File: config.mk
export PLATFORM = sky130hd
export DESIGN_NAME = fetch_stage
export DESIGN_NICKNAME = d
export VERILOG_FILES = /design/src/rtl/fetch_pkg.sv /design/src/rtl/fetch_stage_ifid_reg.sv /design/src/rtl/fetch_stage.sv
export SDC_FILE = /design/constraint.sdc
export NUM_CORES = 1
export LEC_CHECK = 0
export BUFFER_PORTS_ARGS = -buffer_cell sky130_fd_sc_hd__buf_4
export CORE_UTILIZATION = 30
export DETAILED_ROUTE_END_ITERATION = 12
export PLACE_DENSITY_LB_ADDON = 0.05
export SETUP_SLACK_MARGIN = 0.02
export SKIP_LAST_GASP = 1
export SYNTH_ARGS = -nofsm -noshare
export SYNTH_HDL_FRONTEND = slang
export SYNTH_SLANG_ARGS = --single-unit
export TNS_END_PERCENT = 20
File: constraint.sdc
create_clock -name clk -period 3.8 [get_ports clk]
set_clock_uncertainty 0.15 [all_clocks]
set_input_delay 0.38 -clock clk [delete_from_list [all_inputs] [get_ports clk]]
set_output_delay 0.38 -clock clk [all_outputs]
set_load 0.1 [all_outputs]
File: src/rtl/fetch_pkg.sv
// fetch_pkg
//   Shared definitions for the instruction-fetch stage: default address
//   window and reset PC, the NOP encoding, the fetch FSM state type and the
//   packed IF/ID pipeline payload.
package fetch_pkg;

   localparam logic [31:0] DEF_RESET_PC  = 32'h0040_0000;
   localparam logic [31:0] DEF_TEXT_BASE = 32'h0040_0000;
   localparam logic [31:0] DEF_TEXT_LAST = 32'h0040_4000;

   localparam logic [31:0] NOP_INSTR = 32'h0000_0000;

   typedef enum logic {
      ST_RUN   = 1'b0,
      ST_FAULT = 1'b1
   } fetch_state_e;

   typedef struct packed {
      logic        valid;
      logic [31:0] instr;
      logic [31:0] pc;
      logic [31:0] pc_plus4;
   } ifid_t;

   // A bubble carries no instruction and zeroes every field so that
   // downstream stages never see stale PCs attached to an invalid slot.
   localparam ifid_t IFID_BUBBLE = '{
      valid:    1'b0,
      instr:    NOP_INSTR,
      pc:       32'h0000_0000,
      pc_plus4: 32'h0000_0000
   };

   // True when a fetch address lies outside [base, last] or is not word
   // aligned. All comparisons are unsigned.
   function automatic logic pc_is_bad(input logic [31:0] pc,
                                      input logic [31:0] base,
                                      input logic [31:0] last);
      return (pc[1:0] != 2'b00) || (pc < base) || (pc > last);
   endfunction

endpackage

File: src/rtl/fetch_stage_ifid_reg.sv
// ifid_reg
//   IF/ID pipeline register. Bubble has priority over load; with neither
//   asserted the register holds its contents.
//   Ports:
//     clk, rst_n        clock and asynchronous active-low reset
//     load_i            capture {valid=1, instr_i, pc_i, pc_plus4_i}
//     bubble_i          capture an empty slot (all fields zero)
//     instr_i, pc_i, pc_plus4_i   payload to capture on load
//     valid_o, instr_o, pc_o, pc_plus4_o   registered payload
module ifid_reg
   import fetch_pkg::*;
(
   input  logic        clk,
   input  logic        rst_n,
   input  logic        load_i,
   input  logic        bubble_i,
   input  logic [31:0] instr_i,
   input  logic [31:0] pc_i,
   input  logic [31:0] pc_plus4_i,
   output logic        valid_o,
   output logic [31:0] instr_o,
   output logic [31:0] pc_o,
   output logic [31:0] pc_plus4_o
);

   ifid_t ifid_q;
   ifid_t ifid_d;

   always_comb begin
      ifid_d = ifid_q;
      if (bubble_i) begin
         ifid_d = IFID_BUBBLE;
      end else if (load_i) begin
         ifid_d.valid    = 1'b1;
         ifid_d.instr    = instr_i;
         ifid_d.pc       = pc_i;
         ifid_d.pc_plus4 = pc_plus4_i;
      end
   end

   always_ff @(posedge clk or negedge rst_n) begin
      if (!rst_n) begin
         ifid_q <= IFID_BUBBLE;
      end else begin
         ifid_q <= ifid_d;
      end
   end

   assign valid_o    = ifid_q.valid;
   assign instr_o    = ifid_q.instr;
   assign pc_o       = ifid_q.pc;
   assign pc_plus4_o = ifid_q.pc_plus4;

endmodule

File: src/rtl/fetch_stage.sv
// fetch_stage
//   Instruction-fetch stage: owns the PC, addresses the combinational
//   instruction memory, and registers the returned word into IF/ID.
//   A fetch from an address outside the text window or misaligned moves the
//   stage into a sticky FAULT state that only reset leaves.
//   Ports:
//     clk, rst_n                 clock, asynchronous active-low reset
//     stall_i                    hold PC and IF/ID
//     redirect_i, redirect_pc_i  load PC from a resolved branch/jump target
//     imem_addr_o                fetch byte address (always the PC)
//     imem_instr_i               word returned by memory in the same cycle
//     ifid_valid_o, ifid_instr_o, ifid_pc_o, ifid_pc_plus4_o  IF/ID payload
//     fault_o, fault_pc_o        sticky fault flag and offending PC
module fetch_stage
   import fetch_pkg::*;
#(
   parameter logic [31:0] RESET_PC  = DEF_RESET_PC,
   parameter logic [31:0] TEXT_BASE = DEF_TEXT_BASE,
   parameter logic [31:0] TEXT_LAST = DEF_TEXT_LAST
) (
   input  logic        clk,
   input  logic        rst_n,
   input  logic        stall_i,
   input  logic        redirect_i,
   input  logic [31:0] redirect_pc_i,
   output logic [31:0] imem_addr_o,
   input  logic [31:0] imem_instr_i,
   output logic        ifid_valid_o,
   output logic [31:0] ifid_instr_o,
   output logic [31:0] ifid_pc_o,
   output logic [31:0] ifid_pc_plus4_o,
   output logic        fault_o,
   output logic [31:0] fault_pc_o
);

   fetch_state_e state_q;
   fetch_state_e state_d;
   logic [31:0]  pc_q;
   logic [31:0]  pc_d;
   logic [31:0]  fault_pc_q;
   logic [31:0]  fault_pc_d;

   logic [31:0]  pc_plus4;
   logic         pc_bad;
   logic         ifid_load;
   logic         ifid_bubble;

   // Wraps modulo 2^32; a wrapped 0 is then caught by the range check.
   assign pc_plus4 = pc_q + 32'd4;
   assign pc_bad   = pc_is_bad(pc_q, TEXT_BASE, TEXT_LAST);

   // Next-state / next-PC. Priority in RUN: redirect, stall, bad PC, fetch.
   // Redirect is taken ahead of the bad-PC check so that a wrong-path PC
   // that is squashed by a branch never raises a fault. Redirect targets are
   // not checked when loaded; they are checked on the edge that would fetch.
   always_comb begin
      state_d     = state_q;
      pc_d        = pc_q;
      fault_pc_d  = fault_pc_q;
      ifid_load   = 1'b0;
      ifid_bubble = 1'b0;

      case (state_q)
         ST_RUN: begin
            if (redirect_i) begin
               pc_d        = redirect_pc_i;
               ifid_bubble = 1'b1;
            end else if (stall_i) begin
               // hold PC and IF/ID
            end else if (pc_bad) begin
               state_d     = ST_FAULT;
               fault_pc_d  = pc_q;
               ifid_bubble = 1'b1;
            end else begin
               pc_d      = pc_plus4;
               ifid_load = 1'b1;
            end
         end
         default: begin
            // FAULT: all control inputs ignored, IF/ID pinned to bubble.
            ifid_bubble = 1'b1;
         end
      endcase
   end

   always_ff @(posedge clk or negedge rst_n) begin
      if (!rst_n) begin
         state_q    <= ST_RUN;
         pc_q       <= RESET_PC;
         fault_pc_q <= 32'h0000_0000;
      end else begin
         state_q    <= state_d;
         pc_q       <= pc_d;
         fault_pc_q <= fault_pc_d;
      end
   end

   ifid_reg u_ifid_reg (
      .clk        (clk),
      .rst_n      (rst_n),
      .load_i     (ifid_load),
      .bubble_i   (ifid_bubble),
      .instr_i    (imem_instr_i),
      .pc_i       (pc_q),
      .pc_plus4_i (pc_plus4),
      .valid_o    (ifid_valid_o),
      .instr_o    (ifid_instr_o),
      .pc_o       (ifid_pc_o),
      .pc_plus4_o (ifid_pc_plus4_o)
   );

   assign imem_addr_o = pc_q;
   assign fault_o     = (state_q == ST_FAULT);
   assign fault_pc_o  = fault_pc_q;

endmodule

# == Word level (Yosys, flattened, before mapping) ==
# Index checks and enable logic that the tools add are counted.
# totals
ff_bits,162
inputBits,68
word_cells,36
# classes
n_addsub,1
magnitude_cmp,2
eq_ne,2
mux,15
bitwise,3
n_reduce_logical,6
# op_table
operator,n
two-way mux 97 bit,2
two-way mux 32 bit,3
"adder 32 x 3 -> 32 bit, second input constant",1
"greater-than comparator 32 x 23 -> 1 bit, second input constant",1
"less-than comparator 32 x 23 -> 1 bit, second input constant",1
two-way mux 1 bit,10
AND reduction 4 bit,1
nonzero test 2 bit,2
inverter 1 bit,3
AND reduction 3 bit,1
logical OR 1 bit,2
"inequality test 2 x 1 -> 1 bit, second input constant",1
"inequality test 2 bit, second input constant",1

# == Logic depth before layout (Yosys ltp) ==
# Gate-level depths: netlist of run 1.
# depth
word_depth,9
depth_mapped,9

# == By module ==
# Synthesis of run 1 repeated with hierarchy kept, for this count alone.
# hier_totals
hier_cells,651
hier_area_um2,7342.0
# modules_own_cells
mod,n_inst,cells_each,area_per_inst_um2
ifid_reg,1,313,3916.3
fetch_stage,1,338,3425.8

# == Least setup slack after synthesis of run 1 ==
# OpenSTA, ideal clock, no wires.
# synth_timing
path_type,flip-flop to flip-flop
startpoint,"register pc_q[2], in the netlist imem_addr_o[2]"
endpoint,"register fault_pc_q[13], in the netlist fault_pc_o[13]"
t_arrival_ps,3201
required_ps,3524
path_slack_ps,323
path_stages_with_launch,10
path_buffers,2
synth_period_minus_slack_ps,3477
path_cell_list,dfrtp_1 > clkbuf_1 > inv_1 > ha_1 > nor3b_1 > a41oi_1 > nor3_1 > nor4_1 > buf_2 > mux2_2
# synth_between
elab_chain_len,4
# synth_lines
element,line,source
start: declaration,fetch_stage.sv:38,logic [31:0] pc_q;
start signal: assignment,fetch_stage.sv:93,pc_q <= pc_d;
less-than comparator 32 x 23 -> 1 bit,fetch_pkg.sv:39,return (pc[1:0] != 2'b00) || (pc < base) || (pc > last);
logical OR 1 bit,fetch_pkg.sv:39,
logical OR 1 bit (*),fetch_pkg.sv:39,
AND reduction 4 bit (no source line) (*),n/a,
end signal: assignment,fetch_stage.sv:94,fault_pc_q <= fault_pc_d;
end: declaration,fetch_stage.sv:40,logic [31:0] fault_pc_q;
# Mark *: on every way between the ends. The rest lies on a longest branch, timed or not.
# A chain may end at the register's enable or synchronous reset.

# == Worst setup path in the final report of run 1 ==
# layout_timing
startpoint,"register pc_q[19], in the netlist imem_addr_o[19]"
endpoint,"register pc_q[19], in the netlist imem_addr_o[19]"
# layout_between
elab_chain_len,5
# layout_lines
element,line
less-than comparator 32 x 23 -> 1 bit,fetch_pkg.sv:39
logical OR 1 bit (2 in series),fetch_pkg.sv:39
inequality test 2 bit (no source line),n/a
AND reduction 3 bit (no source line),n/a
# Several ways; a longest one is shown, not always the timed one. The select of a mux whose other input is x is not followed.

==> results of run 1 <==
worst register-to-register path: stages (launching register included):
cell	delay [ns]
dfrtp_1	0.45
or4_4	0.51
or4_4	0.55
or4_4	0.46
o21ai_0	0.56
a21oi_1	0.15
logic make-up (layout without fill, tap and decap cells):
| kind of cell | Yosys count | count (layout) | synth area share |
|---|---|---|---|
| buf+inv | 54 | 291 | 0.0392 |
| compound gates | 99 | 99 | 0.116 |
| mux | 33 | 33 | 0.0577 |
| flops | 160 | 160 | 0.624 |
| xor+xnor | 11 | 11 | 0.0150 |
| simple gates | 178 | 178 | 0.144 |
| fa+ha+maj | 2 | 2 | 0.00390 |
cell usage in the layout, fill, tap and decap left out, drive strengths merged, types with 6 or more instances in the layout:
cell type,netlist,routed
nor4,6,6
clkbuf,33,21
a211oi,9,9
o21ai,18,18
mux2,32,32
inv,8,10
nor3,17,17
nand2,63,63
or4,7,7
dlygate4sd3,0,8
o22ai,8,8
xnor2,9,9
nand3,11,11
dfrtp,159,159
and3,42,42
nor2,17,17
buf,12,243
a22o,42,42
timing repair:
action                                 CTS  global route
endpoints found under the hold margin    8             0
setup endpoints to repair                0             0
hold buffers                             8             0
stage by stage:
stage	area (µm²)	hold slack, ns	std cells	setup WS, ns	total power, mW
detailed placement	8400	0.328	1009	0.819	2.08
finish	9060	-0.0322	1049	0.826	3.75
global route	9060	0.00209	1049	0.664	3.89
CTS	9060	0.000302	1049	0.801	3.80
floorplan	6420	-0.0656	537	0.323	1.94
global placement	8400	0.319	1009	0.842	2.08
flip-flops by register name, summed over array words and instances, names as in the netlist:
name                   flops
fault_o                    1
fault_pc_o                32
imem_addr_o               32
u_ifid_reg.instr_o        32
u_ifid_reg.pc_o           30
u_ifid_reg.pc_plus4_o     32
u_ifid_reg.valid_o         1
final cells by class:
class / count / area share
Clock buffer: 21 / 0.0486
Clock inverter: 11 / 0.0148
Inverter: 8 / 0.00332
Multi-Input combinational cell: 323 / 0.241
Sequential cell: 160 / 0.442
Tap cell: 275 / 0.0380
Timing Repair Buffer: 251 / 0.212
layer usage:
metal  GRT usage  vias up  wire length (µm)
met3      0.0445       13              1200
met1       0.248     2581              9030
met2       0.275      178              8710
met4      0.0546        0               227
met5           0        -                 0
li1            -     2371                 -
worst paths after layout:
kind / to / startpoint / slack (ns) / cells after the start
max: imem_addr_o[19]$_DFFE_PN0P_ / imem_addr_o[19]$_DFFE_PN0P_ / 0.83 / 5
min: u_ifid_reg.instr_o[30]$_DFFE_PN0P_ / rst_n / -0.03 / 1
max reg2reg: imem_addr_o[19]$_DFFE_PN0P_ / imem_addr_o[19]$_DFFE_PN0P_ / 0.83 / 5
min reg2reg: u_ifid_reg.pc_o[22]$_DFFE_PN0P_ / u_ifid_reg.pc_o[22]$_DFFE_PN0P_ / 0.34 / 2
max in group asynchronous: u_ifid_reg.instr_o[6]$_DFFE_PN0P_ / rst_n / 2.65 / 2
min in group clk: u_ifid_reg.instr_o[10]$_DFFE_PN0P_ / imem_instr_i[10] / 0.02 / 2
synth_stat cells (2+ instances only):
| cell type | count | share of area |
|---|---|---|
| nor4_1 | 6 | 0.0058 |
| mux2_2 | 32 | 0.056 |
| nand2_1 | 63 | 0.037 |
| xor2_1 | 2 | 0.0027 |
| nor3_1 | 16 | 0.012 |
| nand4_1 | 2 | 0.0019 |
| o22ai_1 | 8 | 0.0078 |
| buf_6 | 4 | 0.0070 |
| and3_1 | 42 | 0.041 |
| clkbuf_1 | 33 | 0.019 |
| buf_4 | 2 | 0.0023 |
| o22a_1 | 4 | 0.0055 |
| and2_1 | 2 | 0.0019 |
| or4_4 | 3 | 0.0053 |
| a211oi_1 | 9 | 0.011 |
| dfrtp_1 | 159 | 0.62 |
| ha_1 | 2 | 0.0039 |
| nor3b_1 | 2 | 0.0023 |
| buf_2 | 4 | 0.0031 |
| a31oi_1 | 3 | 0.0029 |
| nor2_1 | 17 | 0.0099 |
| buf_1 | 2 | 0.0012 |
| a21oi_1 | 5 | 0.0039 |
| or3_1 | 3 | 0.0029 |
| o21ai_0 | 18 | 0.014 |
| inv_1 | 8 | 0.0047 |
| a22o_1 | 41 | 0.056 |
| or4_1 | 4 | 0.0047 |
| a2bb2oi_1 | 2 | 0.0027 |
| xnor2_1 | 9 | 0.012 |
| nand3_1 | 11 | 0.0086 |
power by group through the flow:
stage,Combinational [mW],Sequential (mW),Clock (mW)
6_report,0.296,1.75,1.70
4_1_cts,0.301,1.76,1.74
5_1_grt,0.315,1.76,1.82
3_3_place_gp,0.293,1.79,0
2_1_floorplan,0.0512,1.89,0
3_5_place_dp,0.294,1.79,0
==> flow_metrics.py, run 1 <==
metrics = {
    "layout": {
        "fin_util": 0.431,
        "n_antenna_cell": 0,
        "layout-drive-gt1-share": 0.408,
        "area_growth_pct": 41.1,
        "seqCellArea_um2": 4010,
        "multi_input_area_um2": 2180,
        "fin_nets": 831,
        "nFillCells": 2040,
    },
    "critical_path": {
        "max_stage_delay_ns": 0.56,
        "worstPathCellList": "or4_4, or4_4, or4_4, o21ai_0, a21oi_1",
        "crit_arrival_ns": 3.09,
        "path_delay_family": "simple AND/OR/NAND/NOR gates",
        "path_max_fanout": 6,
        "crit_path_start_kind": "register",
        "critPathCaptureType": "register",
        "path_buf_inv": 0,
        "worst-setup-path-type": "reg -> reg",
        "crit_path_frequent_cell": "or4_4",
        "required_ns": 3.92,
        "worst_path_max_delay_cell": "o21ai_0",
    },
    "grt": {
        "grt_max_degree": 113,
        "grt-ovfl-total": 0,
        "grt_pass1_wl_um": 30200,
        "grt_pass1_vias": 5306,
        "antenna_found_initial": 0,
        "grt.total_usage": 0.179,
    },
    "yosys": {
        "synth-main-ff-cell": "dfrtp_1",
        "synth_edf_count": 0,
        "syn_area_um2": 6420,
        "yosys_register_bits": 160,
        "seq_area_frac_synth": 0.624,
        "syn_inst": 537,
        "syn_nets": 607,
        "yosysWarnings": 0,
        "synth-async-reset-ratio": 1.00,
        "synth_cell_types": 50,
        "syn_avg_cell_area_um2": 12.0,
    },
    "route": {
        "drt-initial-drc-count": 266,
        "num_vias": 5143,
        "drt_pre_antenna_iters": 5,
        "drc_errors": 0,
        "final_antenna_net_count": 0,
        "wl_per_cell_um": 18.3,
        "wl_um": 19200,
        "via_per_inst": 4.90,
    },
    "sta": {
        "rsz0062_at_grt": "no",
        "fin_crit_ns": 2.97,
        "timing.hold.ws_ns": -0.0322,
        "slew_headroom": 0.296,
        "timing.fmax_mhz": 336,
        "hold_violations": 23,
        "drv_slew": 0,
        "setup_viol": 0,
        "setup_tns_ns": 0,
        "min_period_over_period": 0.783,
        "worst_slew_pin_slew_ns": 1.06,
    },
    "pwr": {
        "ir_drop_v": 0.000274,
        "p_per_area_nw_per_um2": 414,
        "internal_power_mw": 2.79,
        "p_comb_frac": 0.079,
        "p_seq_frac": 0.468,
        "clock_power_share": 0.454,
        "power_switching_mw": 0.964,
        "leakagePower_nw": 4.69,
        "swShare": 0.257,
    },
    "placement": {
        "place.gp.congestion": 0.786,
        "dp_hpwl_um": 13200,
        "portBuffers": 229,
    },
    "floorplanning": {
        "die_w_um": 148,
        "fp.dieH_um": 148,
        "num_rows": 53,
        "die-area_um2": 22000,
        "io_pins": 230,
        "core_um2": 21000,
        "start_util": 0.305,
    },
    "worst_hold_path": {
        "min_path_type": "in -> async",
    },
    "clock_tree": {
        "cts_tree": "done",
        "root_buffer": "clkbuf_16",
        "cts_buffers": 17,
        "cts.sinks": 160,
        "clock_latency_ns": 0.42,
        "cts.path.max_buffers": 2,
        "cts_max_level": 4,
        "cts_setup_buffers": 0,
        "ctsResizeCount": 0,
        "clk_pin_slew_ns": 0.07,
    },
    "status": {
        "violations": "negative hold slack",
        "run_status": "finished, violations left",
    },
    "run": {
        "cap_violations": 0,
    },
}
No activity file was read; power rests on OpenSTA's default activity.
==> run 2: changes to the inputs <==
--- a/config.mk
+++ b/config.mk
@@ -5,6 +5,7 @@
 export SDC_FILE = /design/constraint.sdc
 export NUM_CORES = 1
 export LEC_CHECK = 0
+export ABC_AREA = 1
 export BUFFER_PORTS_ARGS = -buffer_cell sky130_fd_sc_hd__buf_4
 export CORE_UTILIZATION = 30
 export DETAILED_ROUTE_END_ITERATION = 12
==> constraint.sdc (replaced) <==
create_clock -name clk -period 2.7 [get_ports clk]
set_clock_uncertainty 0.15 [all_clocks]
set_input_delay 0.27 -clock clk [delete_from_list [all_inputs] [get_ports clk]]
set_output_delay 0.27 -clock clk [all_outputs]
set_load 0.1 [all_outputs]
==> flow_metrics.py, run 2 <==
metrics = {
    "critical_path": {
        "crit_path_start_kind": "register",
        "crit_arrival_ns": 2.35,
        "path_max_fanout": 8,
        "critPathCaptureType": "register",
        "reg2reg_depth": 9,
        "r2r-start": "imem_addr_o[2]$_DFFE_PN0P_",
        "r2r_end": "imem_addr_o[12]$_DFFE_PN0P_",
        "worstSetupStartpoint": "imem_addr_o[2]$_DFFE_PN0P_",
        "required_ns": 2.86,
        "r2r_setup_slack_ns": 0.51,
        "worst-setup-path-type": "reg -> reg",
    },
    "yosys": {
        "seq_area_frac_synth": 0.558,
        "yosys.cell_count.top_type": "nand2_1",
        "yosys-top-cells-count": "nand2_1, dfrtp_1, inv_1, nor2_1, o21ai_0",
        "synth_edf_count": 0,
        "syn_avg_cell_area_um2": 8.05,
        "yosysWarnings": 0,
        "synth_top_area_frac": 0.554,
        "synth_area_leaders": "dfrtp_1, nand2_1, inv_1, o21ai_0, nor2_1",
        "syn_area_um2": 7180,
        "yosys_register_bits": 160,
        "syn_inst": 892,
        "yosys.area.top_type": "dfrtp_1",
        "synth-main-ff-cell": "dfrtp_1",
        "syn_nets": 962,
        "synth_cell_types": 25,
        "synth-async-reset-ratio": 1.00,
    },
    "route": {
        "final_antenna_net_count": 0,
        "drt_pre_antenna_iters": 4,
        "num_vias": 6526,
        "drt-initial-drc-count": 346,
        "drt-met1-wl_um": 10800,
        "top_layer": "met4",
        "wl_per_cell_um": 15.6,
        "dr_wl_met2_um": 11100,
        "drc_errors": 0,
        "wl_met3_um": 1190,
        "wl_um": 23500,
        "via_per_inst": 4.34,
    },
    "placement": {
        "portBuffers": 229,
        "place.gp.congestion": 0.878,
        "dp_hpwl_um": 16800,
        "placed_area_um2": 9320,
    },
    "grt": {
        "grt_max_degree": 62,
        "grt_pass1_vias": 6404,
        "antenna_found_initial": 0,
        "grt-ovfl-total": 0,
        "grt_pass1_wl_um": 36000,
        "grt.total_usage": 0.194,
    },
    "floorplanning": {
        "die-area_um2": 24600,
        "start_util": 0.306,
        "core_um2": 23500,
        "die_w_um": 157,
        "io_pins": 230,
        "num_rows": 56,
        "fp.dieH_um": 157,
    },
    "status": {
        "run_status": "finished clean",
    },
    "run": {
        "cap_violations": 0,
    },
    "clock_tree": {
        "clock_latency_ns": 0.43,
        "cts_tree": "done",
        "cts_buffers": 17,
        "cts_max_level": 4,
        "cts.path.max_buffers": 2,
        "clk_pin_slew_ns": 0.07,
        "root_buffer": "clkbuf_16",
        "cts.sinks": 160,
    },
    "pwr": {
        "leakagePower_nw": 5.21,
        "ir_drop_v": 0.000290,
        "p_per_area_nw_per_um2": 486,
    },
    "sta": {
        "timing.fmax_mhz": 458,
        "worst_slew_pin_slew_ns": 0.641,
        "setup_tns_ns": 0,
        "fin_crit_ns": 2.19,
        "drv_slew": 0,
        "hold_violations": 0,
        "slew_headroom": 0.573,
        "rsz0062_at_grt": "no",
        "setup_viol": 0,
        "min_period_over_period": 0.810,
    },
    "worst_hold_path": {
        "min_path_cells": 3,
        "min_to": "imem_addr_o[4]$_DFFE_PN0P_",
        "min_path_type": "in -> reg",
        "hp-start": "redirect_pc_i[4]",
    },
    "layout": {
        "final_common_cell": "nand2_1",
        "final_cell_mix": "nand2_1, buf_4, dfrtp_1",
        "fin_nets": 1243,
        "n_antenna_cell": 0,
        "design_area_um2": 10400,
        "area_growth_pct": 44.8,
        "layout-drive-gt1-share": 0.269,
        "nFillCells": 2438,
    },
}
-- run 2: cell count changes after synthesis, moves of 15 or more --
cell      delta
a22o_1      -41
and3_1      -42
buf_2       +15
clkbuf_1    -21
inv_1       +96
mux2_2      -32
nand2_1    +238
nand3_1     +26
nor2_1      +73
nor3_1      -16
o21ai_0     +57
o21ai_1     +32
-- run 2: worst max-delay path, cell delays in order, from the launching register on --
cell and delay (ns):
dfrtp_1 0.35, buf_4 0.19, ha_1 0.33, nand3_1 0.13, nor2_2 0.27, nand2_1 0.16
xor2_1 0.26, o21ai_0 0.12, nand2_1 0.08, nand2_1 0.05
-- run 2: routing by layer --
layer  track usage  vias up
met3        0.0354       23
li1              -     3292
met5             0        -
met1         0.258     3022
met2         0.318      189
met4        0.0654        0
-- run 2: worst max-delay path by stage --
stage	end	slack [ns]	cells after the start
after floorplan	fault_pc_o[5]$_DFFE_PN0P_	0.18	11
after global routing	imem_addr_o[30]$_DFFE_PN0P_	0.32	11
after CTS	imem_addr_o[12]$_DFFE_PN0P_	0.43	9
after detailed placement	imem_addr_o[12]$_DFFE_PN0P_	0.45	9
final	imem_addr_o[12]$_DFFE_PN0P_	0.51	9
after global placement	imem_addr_o[12]$_DFFE_PN0P_	0.44	9
-- run 2: kinds of logic after synthesis --
logic type,Yosys count,synth area share
DFF,160,0.558
and+or+nand+nor,445,0.248
adders and majority gates,2,0.00348
AOI/OAI and AO/OA,119,0.0885
buffers and inverters,156,0.0901
xor gates and xnor gates,10,0.0122
-- run 2: metrics by stage --
step / std cells / total power [mW] / hold WS, ns / util / setup slack (ns)
after detailed placement: 1422 / 2.66 / 0.164 / 0.397 / 0.452
after global placement: 1422 / 2.66 / 0.169 / 0.397 / 0.440
after global routing: 1505 / 5.26 / 0.0295 / 0.443 / 0.319
final: 1505 / 5.06 / 0.0290 / 0.443 / 0.514
after CTS: 1505 / 5.14 / 0.000995 / 0.443 / 0.432
after floorplan: 892 / 2.50 / -0.176 / - / 0.184
-- run 2: report_power, final --
group          switching [mW]  leakage (nW)  internal (mW)  total, mW
registers             0.00155          2.23           2.40       2.40
clock network            1.09         0.278           1.31       2.39
logic                   0.133          2.71          0.134      0.268
total                    1.22          5.21           3.84       5.06
-- run 2: area by class of cell --
class | instances | area [µm²] | area share
Clock buffer | 18 | 429 | 0.0413
Clock inverter | 14 | 145 | 0.0140
Inverter | 118 | 443 | 0.0426
Multi-Input combinational cell | 576 | 2530 | 0.244
Sequential cell | 160 | 4010 | 0.385
Tap cell | 319 | 399 | 0.0384
Timing Repair Buffer | 300 | 2450 | 0.235
-- run 2: repair_timing --
action,in CTS,in global routing
setup endpoints to repair,0,0
hold buffers,51,0
hold endpoints to repair,106,0
resized for setup,0,0
buffers inserted,0,0
